<file path="config.mk">
export PLATFORM = sky130hd
export DESIGN_NAME = fifo_1clk_ext_flat
export DESIGN_NICKNAME = d
export VERILOG_FILES = /design/src/rtl/fifo_1clk_ext_if.sv /design/src/rtl/fifo_1clk_ext.sv /design/src/flat_wrapper.sv
export SDC_FILE = /design/constraint.sdc
export NUM_CORES = 1
export LEC_CHECK = 0
export ABC_AREA = 1
export BUFFER_PORTS_ARGS = -buffer_cell sky130_fd_sc_hd__buf_2
export CORE_MARGIN = 2
export CORE_UTILIZATION = 50
export DETAILED_ROUTE_END_ITERATION = 10
export MAX_ROUTING_LAYER = met4
export PLACE_DENSITY = 0.71
export SLEW_MARGIN = 0
export SYNTH_ARGS = -nofsm -noshare
export SYNTH_HDL_FRONTEND = slang
export SYNTH_SLANG_ARGS = --single-unit
</file>
<file path="constraint.sdc">
create_clock -name clk -period 3.12 [get_ports clk]
set_input_delay 0.156 -clock clk [delete_from_list [all_inputs] [get_ports clk]]
set_output_delay 0.156 -clock clk [all_outputs]
set_load 0.005 [all_outputs]
</file>
<file path="src/rtl/fifo_1clk_ext_if.sv">
// fifo_1clk_ext_if: write/read handshake and status bundle for fifo_1clk_ext.
interface fifo_1clk_ext_if #(
    parameter int WIDTH = 8,
    parameter int DEPTH = 16
);
    logic [WIDTH-1:0]         din;
    logic                     wr_en;
    logic                     full;
    logic                     almost_full;
    logic                     rd_en;
    logic [WIDTH-1:0]         dout;
    logic                     dout_valid;
    logic                     empty;
    logic                     almost_empty;
    logic [$clog2(DEPTH):0]   count;
    logic                     overflow;
    logic                     underflow;
    modport master (
        output din, wr_en, rd_en,
        input  full, almost_full, dout, dout_valid, empty, almost_empty, count, overflow, underflow
    );
    modport slave (
        input  din, wr_en, rd_en,
        output full, almost_full, dout, dout_valid, empty, almost_empty, count, overflow, underflow
    );
endinterface

</file>
<file path="src/rtl/fifo_1clk_ext.sv">
// fifo_1clk_ext: single-clock FIFO with standard/FWFT read, occupancy count,
// threshold flags and registered overflow/underflow pulses.
module fifo_1clk_ext #(
    parameter int WIDTH     = 8,
    parameter int DEPTH     = 16,
    parameter int FWFT      = 0,
    parameter int AF_THRESH = DEPTH - 2,
    parameter int AE_THRESH = 1
) (
    input logic            clk,
    input logic            rst_n,
    fifo_1clk_ext_if.slave bus
);
    localparam int AW = $clog2(DEPTH);
    localparam logic [AW:0] AF = AF_THRESH[AW:0];
    localparam logic [AW:0] AE = AE_THRESH[AW:0];
    logic [WIDTH-1:0] mem [DEPTH];
    logic [AW:0]      wr_ptr, rd_ptr, cnt;
    logic [WIDTH-1:0] dout_r;
    logic             valid_r, ovf, udf, full, empty, wr_acc, rd_acc;
    // Wrap bit distinguishes full from empty when the address bits match.
    assign full   = (wr_ptr[AW-1:0] == rd_ptr[AW-1:0]) && (wr_ptr[AW] != rd_ptr[AW]);
    assign empty  = wr_ptr == rd_ptr;
    assign cnt    = wr_ptr - rd_ptr;
    assign wr_acc = bus.wr_en && !full;
    assign rd_acc = bus.rd_en && !empty;
    always_ff @(posedge clk) begin
        if (wr_acc) mem[wr_ptr[AW-1:0]] <= bus.din;
    end
    always_ff @(posedge clk or negedge rst_n) begin
        if (!rst_n) begin
            wr_ptr  <= '0;
            rd_ptr  <= '0;
            dout_r  <= '0;
            valid_r <= 1'b0;
            ovf     <= 1'b0;
            udf     <= 1'b0;
        end else begin
            if (wr_acc) wr_ptr <= wr_ptr + 1'b1;
            if (rd_acc) rd_ptr <= rd_ptr + 1'b1;
            if (rd_acc) dout_r <= mem[rd_ptr[AW-1:0]];
            valid_r <= rd_acc;
            ovf     <= bus.wr_en && full;
            udf     <= bus.rd_en && empty;
        end
    end
    assign bus.full         = full;
    assign bus.empty        = empty;
    assign bus.count        = cnt;
    assign bus.almost_full  = cnt >= AF;
    assign bus.almost_empty = cnt <= AE;
    assign bus.overflow     = ovf;
    assign bus.underflow    = udf;
    // FWFT presents the head word directly; standard mode shows the registered read.
    assign bus.dout         = (FWFT != 0) ? mem[rd_ptr[AW-1:0]] : dout_r;
    assign bus.dout_valid   = (FWFT != 0) ? !empty : valid_r;
endmodule
</file>
<file path="src/flat_wrapper.sv">
// flat-port wrapper written by rule: the top's interface ports become plain ports
module fifo_1clk_ext_flat 
#(
    parameter int WIDTH     = 8,
    parameter int DEPTH     = 16,
    parameter int FWFT      = 0,
    parameter int AF_THRESH = DEPTH - 2,
    parameter int AE_THRESH = 1
)
  (clk, rst_n, bus_din, bus_wr_en, bus_rd_en, bus_full, bus_almost_full, bus_dout, bus_dout_valid, bus_empty, bus_almost_empty, bus_count, bus_overflow, bus_underflow);
  fifo_1clk_ext_if #(.WIDTH(WIDTH), .DEPTH(DEPTH)) bus_i ();
  input logic clk;
  input logic rst_n;
  input wire logic [$bits(bus_i.din)-1:0] bus_din;
  input wire logic [$bits(bus_i.wr_en)-1:0] bus_wr_en;
  input wire logic [$bits(bus_i.rd_en)-1:0] bus_rd_en;
  output wire logic [$bits(bus_i.full)-1:0] bus_full;
  output wire logic [$bits(bus_i.almost_full)-1:0] bus_almost_full;
  output wire logic [$bits(bus_i.dout)-1:0] bus_dout;
  output wire logic [$bits(bus_i.dout_valid)-1:0] bus_dout_valid;
  output wire logic [$bits(bus_i.empty)-1:0] bus_empty;
  output wire logic [$bits(bus_i.almost_empty)-1:0] bus_almost_empty;
  output wire logic [$bits(bus_i.count)-1:0] bus_count;
  output wire logic [$bits(bus_i.overflow)-1:0] bus_overflow;
  output wire logic [$bits(bus_i.underflow)-1:0] bus_underflow;
  assign bus_i.din = bus_din;
  assign bus_i.wr_en = bus_wr_en;
  assign bus_i.rd_en = bus_rd_en;
  assign bus_full = bus_i.full;
  assign bus_almost_full = bus_i.almost_full;
  assign bus_dout = bus_i.dout;
  assign bus_dout_valid = bus_i.dout_valid;
  assign bus_empty = bus_i.empty;
  assign bus_almost_empty = bus_i.almost_empty;
  assign bus_count = bus_i.count;
  assign bus_overflow = bus_i.overflow;
  assign bus_underflow = bus_i.underflow;
  fifo_1clk_ext #(.WIDTH(WIDTH), .DEPTH(DEPTH), .FWFT(FWFT), .AF_THRESH(AF_THRESH), .AE_THRESH(AE_THRESH)) u_core (.clk(clk), .rst_n(rst_n), .bus(bus_i));
endmodule
</file>
# After elaboration in Yosys (flattened, before gate mapping)
# Memory sizes are Yosys's and may differ from the RTL's. A register that Yosys moved wholly into a read port is not among the register bits.
# Index checks and enable logic that the tools add are counted.
word_totals:
  out_inout_bits: 20
  in_bits: 12
  ramBits: 128
  register_bits: 13
  n_memories: 1
memory_table:
  columns: ["memory", "depth", "word_bits", "rd", "rd_ports_with_merged_regs", "write_ports", "line", "text"]
  rows:
  - ["u_core.mem", 16, 8, 1, 1, 1, "fifo_1clk_ext.sv:17", "logic [WIDTH-1:0] mem [DEPTH];"]
op_classes:
  n_reduce_logical: 8
  order_cmp: 2
  mux: 2
  add_sub_neg: 3
  eq_ne: 3
op_table:
  columns: ["operator", "count"]
  rows:
  - ["$add A5 B1 Y5 const B", 2]
  - ["$eq A5 B5 Y1", 1]
  - ["$ge A5 B4 Y1 const B", 1]
  - ["$le A5 B1 Y1 const B", 1]
  - ["$logic_and A1 B1 Y1", 5]
  - ["$sub A5 B5 Y5", 1]
  - ["$eq A4 B4 Y1", 1]
  - ["$logic_not A1 Y1", 3]
  - ["$mux W1", 2]
  - ["$ne A1 B1 Y1", 1]

# Logic depth before layout (Yosys ltp)
# Gate-level depths: netlist (run 1).
logic_depth:
  depth_word: 6
  mapped_depth: 13

# Least setup slack after synthesis (run 1)
# No wires, ideal clock.
synth_timing:
  path_type: "register -> register"
  startpoint: "reg u_core.rd_ptr[2]"
  endpoint: "mem u_core.mem[0][0] (enable)"
  n_path_buf: 2
  synth_period_minus_slack_ps: 2397
  stages_incl_launch_ff: 12
  setup_time_ps: 370
  t_arrival_ps: 2027
  required_ps: 2750
  setup_slack_ps: 723
  cell_sequence: "dfrtp_1 buf_2 buf_2 inv_1 ha_1 nand2_2 nor2_4 inv_1 nor2_4 nor2_4 nand2_1 nor2_1"
synth_between:
  elab_chain_cells: 6
synth_lines:
  columns: ["item", "line", "text"]
  rows:
  - ["start: declaration", "fifo_1clk_ext.sv:18", "logic [AW:0] wr_ptr, rd_ptr, cnt;"]
  - ["start signal: assignment", "fifo_1clk_ext.sv:40", "if (rd_acc) rd_ptr <= rd_ptr + 1'b1;"]
  - ["$eq A4 B4 Y1", "fifo_1clk_ext.sv:22", "assign full = (wr_ptr[AW-1:0] == rd_ptr[AW-1:0]) && (wr_ptr[AW] != rd_ptr[AW]);"]
  - ["$logic_and A1 B1 Y1", "fifo_1clk_ext.sv:22", null]
  - ["named net bus_full", "flat_wrapper.sv:17", "output wire logic [$bits(bus_i.full)-1:0] bus_full;"]
  - ["$logic_not A1 Y1", "fifo_1clk_ext.sv:25", "assign wr_acc = bus.wr_en && !full;"]
  - ["$logic_and A1 B1 Y1", "fifo_1clk_ext.sv:25", null]
  - ["$mux W1", "fifo_1clk_ext.sv:28", "if (wr_acc) mem[wr_ptr[AW-1:0]] <= bus.din;"]
  - ["$mux W1 (not written as such)", "fifo_1clk_ext.sv:28", null]
  - ["end: declaration", "fifo_1clk_ext.sv:17", null]
# The timed path passes the listed nets, and every way through them passes these cells.

# Worst setup path in the final report (run 1)
layout_timing:
  startpoint: "reg u_core.rd_ptr[3]"
  endpoint: "mem u_core.mem[5][4] (enable)"
layout_between:
  elab_chain_cells: 6
layout_lines:
  columns: ["item", "line"]
  rows:
  - ["$eq A4 B4 Y1", "fifo_1clk_ext.sv:22"]
  - ["$logic_and A1 B1 Y1", "fifo_1clk_ext.sv:22"]
  - ["$logic_not A1 Y1", "fifo_1clk_ext.sv:25"]
  - ["$logic_and A1 B1 Y1", "fifo_1clk_ext.sv:25"]
  - ["$mux W1", "fifo_1clk_ext.sv:28"]
  - ["$mux W1 (not written as such)", "fifo_1clk_ext.sv:28"]
# No other way between the ends.

==> reports/qor.csv, run 1 <==
metric,value,unit
ys_seq_area_frac,0.650,
dp_hpwl,9840,µm
synth.distinct_cells,24,
cpMostUsedCell,nor2_4,
globalplace.congestion,0.961,
grt_pass1_vias,4551,
rows,42,
hold_path_depth,3,
path_class,reg2reg,
place_area,0.00698,mm²
drc,0,
cts_tree,yes,
synthArstFlopShare,0.141,
routed_wl,15800,µm
drv_cap,0,
pwr_density_cell,1010,mW/mm²
die_h,120,µm
status,finished clean,
clk_pin_slew_worst_paths,0.06,ns
required,3.17,ns
rr_worst_depth,9,
max_stage_delay,0.56,ns
drtIter0Drc,343,
worst_slew_pin_slew,1.01,ns
antenna_cells,0,
syn_to_final_growth,14.5,%
clkSinkCount,149,
synth-edff-count,128,
ys_ff_latch,149,
final_layout_size_suffix_gt1_frac,0.124,
syn_area,0.00672,mm²
seqPwrFrac,0.337,
cts_resized,0,
wl_per_cell,17.9,µm
vias_per_cell,5.15,
vdd_ir_drop_max,0.000560,V
worstHoldStart,bus_wr_en,
crit_slowest_cell,nor2_1,
swShare,0.363,
min_period,2.62,ns
rsz0062_at_grt,no,
max_freq,0.382,GHz
postRouteAntennaNets,0,
grt_max_degree,68,
slew-limit-headroom,0.324,
leakage,3.42,nW
clk_latency,0.42,ns
synth_top_area_cell,edfxtp_1,
synthTopCellsByCount,"nand2_1, edfxtp_1, inv_1, nand3_1, nor2_1",
finalCritPeriodShare,0.839,
power_frac_comb,0.354,
design.core.area,0.0132,mm²
final_area,0.00770,mm²
timing.rr.start,u_core.rd_ptr[3],
synthTopCellsByArea,"edfxtp_1, nand2_1, dfrtp_1, inv_1, nand3_1",
grt_pass1_wl,24900,µm
slew_viol_final,0,
yosysMostFrequentCell,nand2_1,
path_cells,inv_1 -> ha_1 -> nand2_2 -> nor2_4 -> inv_1 -> nor2_4 -> nor2_4 -> nand2_1 -> nor2_1,
cp.arrival,2.67,ns
layoutNonFillerInstCount,885,
syn_nets,687,
nNetsFinal,719,
port_buffers,31,
p_sw,0.00282,W
whs_endpoint,u_core.bus.overflow,
p_clk_frac,0.310,
fillers,1063,
ys_warn_count,0,
skew,0.0116,ns
synthCells,665,
die_width,120,µm
synth_ff_type,edfxtp_1,
cts_buffer_depth,2,
cts-root-buf,clkbuf_16,
top_level_ports,32,
h-tree-depth,4,
place_inst,852,
cp-end-kind,flop,
reg2reg_to,u_core.mem[5][4],
r2r_slack,0.50,ns
setup_violations,0,
postCtsSetupBuffers,0,
finalHoldViolCount,0,
drt_pass1_iterations,5,
synth_top_cell_area_share,0.572,
grt_usage,0.242,
cts_buffers,17,
antenna_found_initial,0,
cp_max_fo,12,
final_core_util,0.584,
postSynthAreaPerCell,10.1,µm²
internal_power,0.00494,W
overflow,0,
fp.dieArea,0.0144,mm²
initial_core_util,0.510,
tns,0,ns
hold_path.class,in2reg,
vias,4554,
cp-start-kind,flop,
## flip-flops by register name, summed over array words and instances (netlist names)
| signal | flops |
|---|---|
| u_core.mem | 128 |
| u_core.bus.dout | 8 |
| u_core.rd_ptr | 5 |
| u_core.wr_ptr | 5 |
| u_core.bus.dout_valid | 1 |
| u_core.bus.overflow | 1 |
| u_core.bus.underflow | 1 |
## worst max-delay path: cells and delay by family (launching register included)
family | cells | cell delay (ns)
AND/OR/NAND/NOR | 6 | 1.15
flip-flops | 1 | 0.38
adder cells (fa/ha/maj) | 1 | 0.34
buffers and inverters | 2 | 0.37
## through the flow
step	hold WS (ns)	power, W	setup WS, ns
after floorplan	-0.140	0.00452	0.723
after global placement	0.138	0.00524	0.641
after detailed placement	0.157	0.00532	0.555
after CTS	0.0308	0.00775	0.529
after global routing	0.0791	0.00821	0.329
final	0.0385	0.00776	0.501
## area by class of cell
class / count / area [µm²] / share of cell area
sequential: 149 / 4370 / 0.568
timing repair buffer: 39 / 220 / 0.0286
multi-input combinational: 372 / 1750 / 0.227
clock inverter: 14 / 273 / 0.0354
tap: 176 / 220 / 0.0286
clock buffer: 17 / 425 / 0.0552
inverter: 118 / 443 / 0.0575
## routing by layer
metal	up-vias	part of all wire	wire length (µm)	global-route usage
met4	0	0.016	253	0.0846
met3	26	0.059	939	0.0466
met2	182	0.49	7800	0.377
met1	2171	0.43	6810	0.320
met5	-	0	0	-
li1	2175	-	-	-
## layout by cell type (no fill, tap or decap)
cell type / n
a21oi_1: 2
buf_2: 31
buf_4: 6
bufinv_16: 7
clkbuf_16: 17
clkinv_1: 1
clkinv_4: 2
clkinvlp_4: 1
dfrtp_1: 20
dfrtp_2: 1
dlygate4sd3_1: 2
edfxtp_1: 128
fa_1: 1
ha_1: 9
inv_1: 114
inv_2: 3
inv_6: 3
inv_8: 1
nand2_1: 182
nand2_2: 3
nand2_4: 2
nand3_1: 83
nand3_2: 7
nor2_1: 62
nor2_4: 3
o21ai_0: 5
o21ai_1: 2
or2_2: 1
xnor2_1: 2
xor2_1: 8
## how the worst max path moves through the flow
stage                           from  slack (ns)  cells after the start           endpoint
global route        u_core.rd_ptr[3]        0.33                      9   u_core.mem[8][6]
CTS                 u_core.rd_ptr[3]        0.53                      9   u_core.mem[6][6]
finish              u_core.rd_ptr[3]        0.50                      9   u_core.mem[5][4]
floorplan           u_core.rd_ptr[2]        0.72                     11   u_core.mem[0][0]
global placement    u_core.rd_ptr[3]        0.64                      9  u_core.mem[12][5]
detailed placement  u_core.rd_ptr[3]        0.55                      9   u_core.mem[6][0]
## logic make-up (layout without fill, tap and decap cells)
group / count (synthesis) / count (layout) / synth area share
adder cells (fa/ha/maj): 10 / 10 / 0.0197
XOR/XNOR: 10 / 10 / 0.0130
buffers and inverters: 144 / 188 / 0.0901
flip-flops: 149 / 149 / 0.650
AND/OR/NAND/NOR: 343 / 343 / 0.221
AO/OA/AOI/OAI: 9 / 9 / 0.00670
## power by group through the flow
stage	combinational (W)	sequential, W	clock (W)
finish	0.00274	0.00261	0.00240
global route	0.00307	0.00263	0.00251
CTS	0.00272	0.00260	0.00242
detailed placement	0.00267	0.00264	0
global placement	0.00261	0.00263	0
floorplan	0.00190	0.00261	0
## timing repair
item	in CTS	in global routing
setup endpoints to repair	0	0
endpoints found under the hold margin	22	0
hold buffers	2	0
Note: power is estimated with default switching activity, not from simulation.
==> inputs of run 2 (changes only) <==
Settings changed: ABC_AREA 1 to 0, PLACE_DENSITY 0.71 to 0.74.
Clock period 3.12 ns to 2.2 ns, I/O delays scaled along.
==> run 2 against run 1 <==
Against the previous run: the run now ends with negative setup slack left; clock power rose by 8.8%; design area is 7.9% lower; area after synthesis shrank 9.3%; first-iteration DRC count shrank 21%; combinational power grew 29%; synthesized cell count shrank 45%; worst hold slack improved by 0.070 ns; largest cell class unchanged; via count shrank 27%; global-route usage fell by 3.8 points; flip-flop and latch count is the same.
==> reports/qor.csv, run 2 <==
metric,value,unit
vias_per_cell,5.71,
synthArstFlopShare,0.141,
initial_core_util,0.510,
timing.rr.start,u_core.rd_ptr[0],
postSynthAreaPerCell,16.7,µm²
nNetsFinal,444,
globalplace.congestion,0.814,
antenna_cells,0,
clkSinkCount,149,
hold_path.class,in2reg,
worstHoldStart,bus_din[5],
cts-root-buf,clkbuf_16,
routed.top_layer,met4,
fin_ws,-0.125,ns
h-tree-depth,4,
required,2.09,ns
dp_worst_setup_slack,0.0325,ns
synth.distinct_cells,39,
ys_warn_count,0,
syn_nets,387,
failed_checks,negative setup slack,
final_layout_size_suffix_gt1_frac,0.251,
die_h,114,µm
max_stage_delay,0.50,ns
drv_cap,0,
die_width,114,µm
cts_buffers,17,
place_area,0.00648,mm²
grt_pass1_vias,3329,
synthCells,365,
wl_met2,6030,µm
postCtsSetupBuffers,0,
finalHoldViolCount,0,
setup_violations,3,
grt_max_degree,33,
fillers,846,
critPathLaunch,u_core.rd_ptr[0],
cp_max_fo,3,
yosysMostFrequentCell,edfxtp_1,
rows,40,
synth_top_cell_area_share,0.630,
top_level_ports,32,
design.core.area,0.0120,mm²
drtIter0Drc,271,
synth_ff_type,edfxtp_1,
met3_length,611,µm
routed_wl,12000,µm
pwr_density_cell,1390,mW/mm²
clk_pin_slew_worst_paths,0.06,ns
grt_pass1_wl,18800,µm
synthTopCellsByArea,"edfxtp_1, dfrtp_1, mux2i_1, mux4_2, ha_1",
final_common_cell,edfxtp_1,
port_buffers,31,
cp.arrival,2.22,ns
clk_latency,0.41,ns
fp.dieArea,0.0131,mm²
grt_usage,0.204,
dp_hpwl,7780,µm
syn_to_final_growth,16.3,%
cp-end-kind,output pin,
vias,3323,
syn_area,0.00610,mm²
antenna_found_initial,0,
path_cells,ha_4 -> fa_2 -> nor2b_2 -> o21ai_2 -> a21o_1 -> a221oi_2 -> buf_2,
rsz0062_at_grt,yes,
largest_reg_flops,128,
slew-limit-headroom,0.630,
crit_slowest_cell,dfrtp_4,
vdd_ir_drop_max,0.000732,V
finalCritPeriodShare,1.06,
wl_per_cell,20.7,µm
worst_slew_pin_slew,0.555,ns
status,"complete, but fails checks",
synth-edff-count,128,
slew_viol_final,0,
drt_pass1_iterations,4,
final_cell_mix,"edfxtp_1, mux2i_1, buf_2",
overflow,0,
cts_buffer_depth,2,
synthTopCellsByCount,"edfxtp_1, mux2i_1, dfrtp_1, nor2_1, o22ai_1",
wl_met1,5150,µm
cts_tree,yes,
r2r_slack,0.12,ns
max_freq,0.430,GHz
path_class,reg2out,
min_period,2.33,ns
drc,0,
ys_ff_latch,149,
cp-start-kind,flop,
synth_top_area_cell,edfxtp_1,
final_area,0.00709,mm²
ys_seq_area_frac,0.716,
postRouteAntennaNets,0,
leakage,2.63,nW
skew,0.00849,ns
-- run 2: changes by cell type after synthesis, sizes merged, moves of 9 or more --
cell,previous run,this run
inv,117,9
o22ai,0,16
nand3,90,2
nand2,187,4
buf,25,14
mux2i,0,48
a221oi,0,9
and3,0,9
nor2,65,21
-- run 2: metrics by stage --
stage | power (W) | setup TNS [ns] | utilization | hold slack [ns] | std cells
floorplan | 0.00603 | -0.476 | - | -0.186 | 365
global placement | 0.00708 | 0 | 0.542 | 0.100 | 547
detailed placement | 0.00715 | 0 | 0.542 | 0.110 | 547
CTS | 0.00983 | -0.261 | 0.592 | 0.0908 | 582
global route | 0.0103 | -0.507 | 0.593 | 0.107 | 582
finish | 0.00984 | -0.214 | 0.593 | 0.109 | 582
-- run 2: layout make-up --
type | count | area [µm²] | share of cell area
Clock buffer | 19 | 433 | 0.0610
Tap cell | 147 | 184 | 0.0259
Inverter | 9 | 33.8 | 0.00476
Sequential cell | 149 | 4370 | 0.616
Timing Repair Buffer | 55 | 343 | 0.0483
Multi-Input combinational cell | 190 | 1620 | 0.228
Clock inverter | 13 | 108 | 0.0152
-- run 2: path summary, 6_finish.rpt --
path                            cells past startpoint           endpoint
worst max-delay path                                7   bus_almost_empty
worst min-delay path                                1  u_core.mem[15][5]
worst max register to register                      4  u_core.mem[14][2]
worst min register to register                      1   u_core.rd_ptr[4]
max in group asynchronous                           2   u_core.rd_ptr[0]
min in group asynchronous                           2   u_core.wr_ptr[0]
-- run 2: kinds of logic after synthesis --
family          Yosys count  synth area share
mux                      56             0.110
buf+inv                  26            0.0263
simple gates             62            0.0554
xor+xnor                 11            0.0158
fa+ha+maj                10            0.0217
flops                   149             0.716
compound gates           51            0.0550
-- run 2: repair_timing --
action                                 in CTS  in global routing
endpoints found under the hold margin      23                  0
pin swaps                                   1                  0
gates resized for setup                     5                 12
hold buffers                                3                  0
setup endpoints to repair                   3                 84
-- run 2: metal layers --
layer | up-vias | track usage
met1 | 1656 | 0.266
met4 | 0 | 0.0764
met2 | 97 | 0.321
li1 | 1547 | -
met3 | 23 | 0.0418
met5 | - | -
-- run 2: critical path, delay by kind of cell, from the launching register on --
kind	cells	cell delay, ns
adders and majority gates	2	0.53
buffers and inverters	1	0.14
and+or+nand+nor	1	0.15
AOI/OAI and AO/OA	3	0.48
DFF	1	0.50
-- run 2: where the power goes --
group | switching (W) | leakage, nW | internal [W]
sequential | 0.000175 | 1.40 | 0.00351
combinational | 0.00198 | 0.970 | 0.00156
clock | 0.00107 | 0.261 | 0.00155
==> inputs of run 3 (changes only) <==
Settings changed: SETUP_SLACK_MARGIN set to 0.15.
==> run 3 against run 2 <==
Against the previous run: the flow still finishes with violations (negative setup slack); worst hold slack worse by 0.067 ns; routed wire length is 10% higher; design area is 2.0% higher; count of clock-buffer cells in the layout is 2 higher; setup slack worse by 0.049 ns; clock skew hardly changed; non-clock buffer count is 2 lower; critical path type unchanged.
==> reports/qor.csv, run 3 (same netlist as run 2, synthesis figures left out) <==
metric,value,unit
crit_slowest_cell,dfrtp_4,
h-tree-depth,4,
grt_usage,0.218,
antenna_found_initial,0,
vdd_ir_drop_max,0.000787,V
cp_max_fo,3,
port_buffers,31,
max_stage_delay,0.48,ns
routed_wl,13300,µm
path_buf_inv,1,
tns,-0.344,ns
globalplace.congestion,0.857,
path_class,reg2out,
worstHoldStart,bus_wr_en,
antenna_cells,0,
drc,0,
min_period,2.37,ns
rsz0062_at_grt,yes,
dp_worst_setup_slack,0.0132,ns
leakage,2.66,nW
final_area,0.00724,mm²
cp-end-kind,output pin,
design.core.area,0.0120,mm²
final_cell_mix,"edfxtp_1, mux2i_1, buf_2",
nNetsFinal,443,
cp_top_family,compound AO/OA/AOI/OAI gates,
final_layout_size_suffix_gt1_frac,0.265,
drt_pass1_iterations,4,
setup_violations,4,
drtIter0Drc,419,
pwr_density_cell,1440,mW/mm²
cp-start-kind,flop,
fp.dieArea,0.0131,mm²
max_freq,0.421,GHz
cts_buffer_depth,2,
clk_latency,0.42,ns
r2r_slack,0.08,ns
clk_pin_slew_worst_paths,0.06,ns
hold_path_depth,3,
overflow,0,
path_cells,ha_4 -> fa_2 -> nor2b_1 -> o21ai_1 -> a21o_1 -> a221oi_2 -> buf_2,
postRouteAntennaNets,0,
die_width,114,µm
timing.rr.start,u_core.wr_ptr[1],
die_h,114,µm
grt_max_degree,60,
hold_path.class,in2reg,
clkSinkCount,149,
reg2reg_to,u_core.mem[14][1],
syn_to_final_growth,18.6,%
dp_hpwl,8150,µm
wl_per_cell,22.8,µm
initial_core_util,0.510,
cts-root-buf,clkbuf_16,
top_level_ports,32,
vias_per_cell,5.96,
slew_viol_final,0,
grt_pass1_vias,3460,
final_common_cell,edfxtp_1,
finalCritPeriodShare,1.08,
slew-limit-headroom,0.603,
grt_pass1_wl,19800,µm
cp.arrival,2.26,ns
drv_cap,0,
cts_buffers,17,
rr_worst_depth,5,
fillers,839,
status,"complete, but fails checks",
place_area,0.00647,mm²
worst_slew_pin_slew,0.595,ns
fin_ws,-0.174,ns
skew,0.00838,ns
whs_endpoint,u_core.bus.overflow,
failed_checks,negative setup slack,
finalPower,0.0104,W
largest_reg_flops,128,
required,2.09,ns
vias,3460,
finalHoldViolCount,0,
cts_tree,yes,
rows,40,
==> run 3: changes by cell type in the layout (fill, tap and decap cells not counted), moves of 3 or more <==
cell and change:
and4_4 +4, and3_2 -5, and3_4 +7, buf_4 -3, bufinv_16 +3
==> run 3: worst max path at each step <==
stage | from | end | slack, ns | cells after the start
finish | u_core.rd_ptr[0] | bus_almost_empty | -0.17 | 7
floorplan | u_core.rd_ptr[3] | u_core.mem[15][0] | 0.15 | 7
detailed placement | u_core.rd_ptr[0] | u_core.mem[11][5] | 0.01 | 5
global placement | u_core.rd_ptr[0] | u_core.mem[0][1] | 0.09 | 5
global route | u_core.rd_ptr[0] | bus_almost_empty | -0.26 | 7
CTS | u_core.rd_ptr[0] | bus_almost_empty | -0.16 | 7
==> run 3: through the flow <==
stage	instances	utilization	hold WS [ns]
final	581	0.605	0.0413
after global routing	581	0.605	0.0532
after CTS	579	0.599	0.0109
after detailed placement	540	0.541	0.117
after global placement	540	0.541	0.103
after floorplan	365	-	-0.186
==> run 3: area by class of cell <==
class	count	area, µm²	share of cell area
clock buffer	21	440	0.0609
clock inverter	11	161	0.0223
inverter	9	33.8	0.00467
multi-input combinational	191	1700	0.235
sequential	149	4370	0.604
tap	147	184	0.0254
timing repair buffer	53	342	0.0472
==> run 3: tightest hold or removal path, delay by kind of cell <==
kind / cells / cell delay (ns)
and+or+nand+nor: 1 / 0.08
buffers and inverters: 2 / 0.23
==> run 3: where the power goes <==
part / internal (W) / switching [W] / total, W
Combinational: 0.00163 / 0.00215 / 0.00377
Clock: 0.00189 / 0.00109 / 0.00298
Sequential: 0.00351 / 0.000180 / 0.00369
Total: 0.00702 / 0.00342 / 0.0104
==> run 3: layer usage <==
metal / track usage / vias to the layer above / wire length (µm)
met5: - / - / 0
li1: - / 1546 / -
met4: 0.0829 / 0 / 331
met2: 0.330 / 147 / 6390
met1: 0.288 / 1744 / 5680
met3: 0.0551 / 23 / 872
==> run 3: timing repair <==
item                       in CTS  in global routing
gates cloned                    0                  1
setup endpoints to repair     101                133
hold buffers                    2                  0
buffers inserted                5                  1
pin swaps                       4                  5
hold endpoints to repair       22                  0
gates resized for setup        10                 15
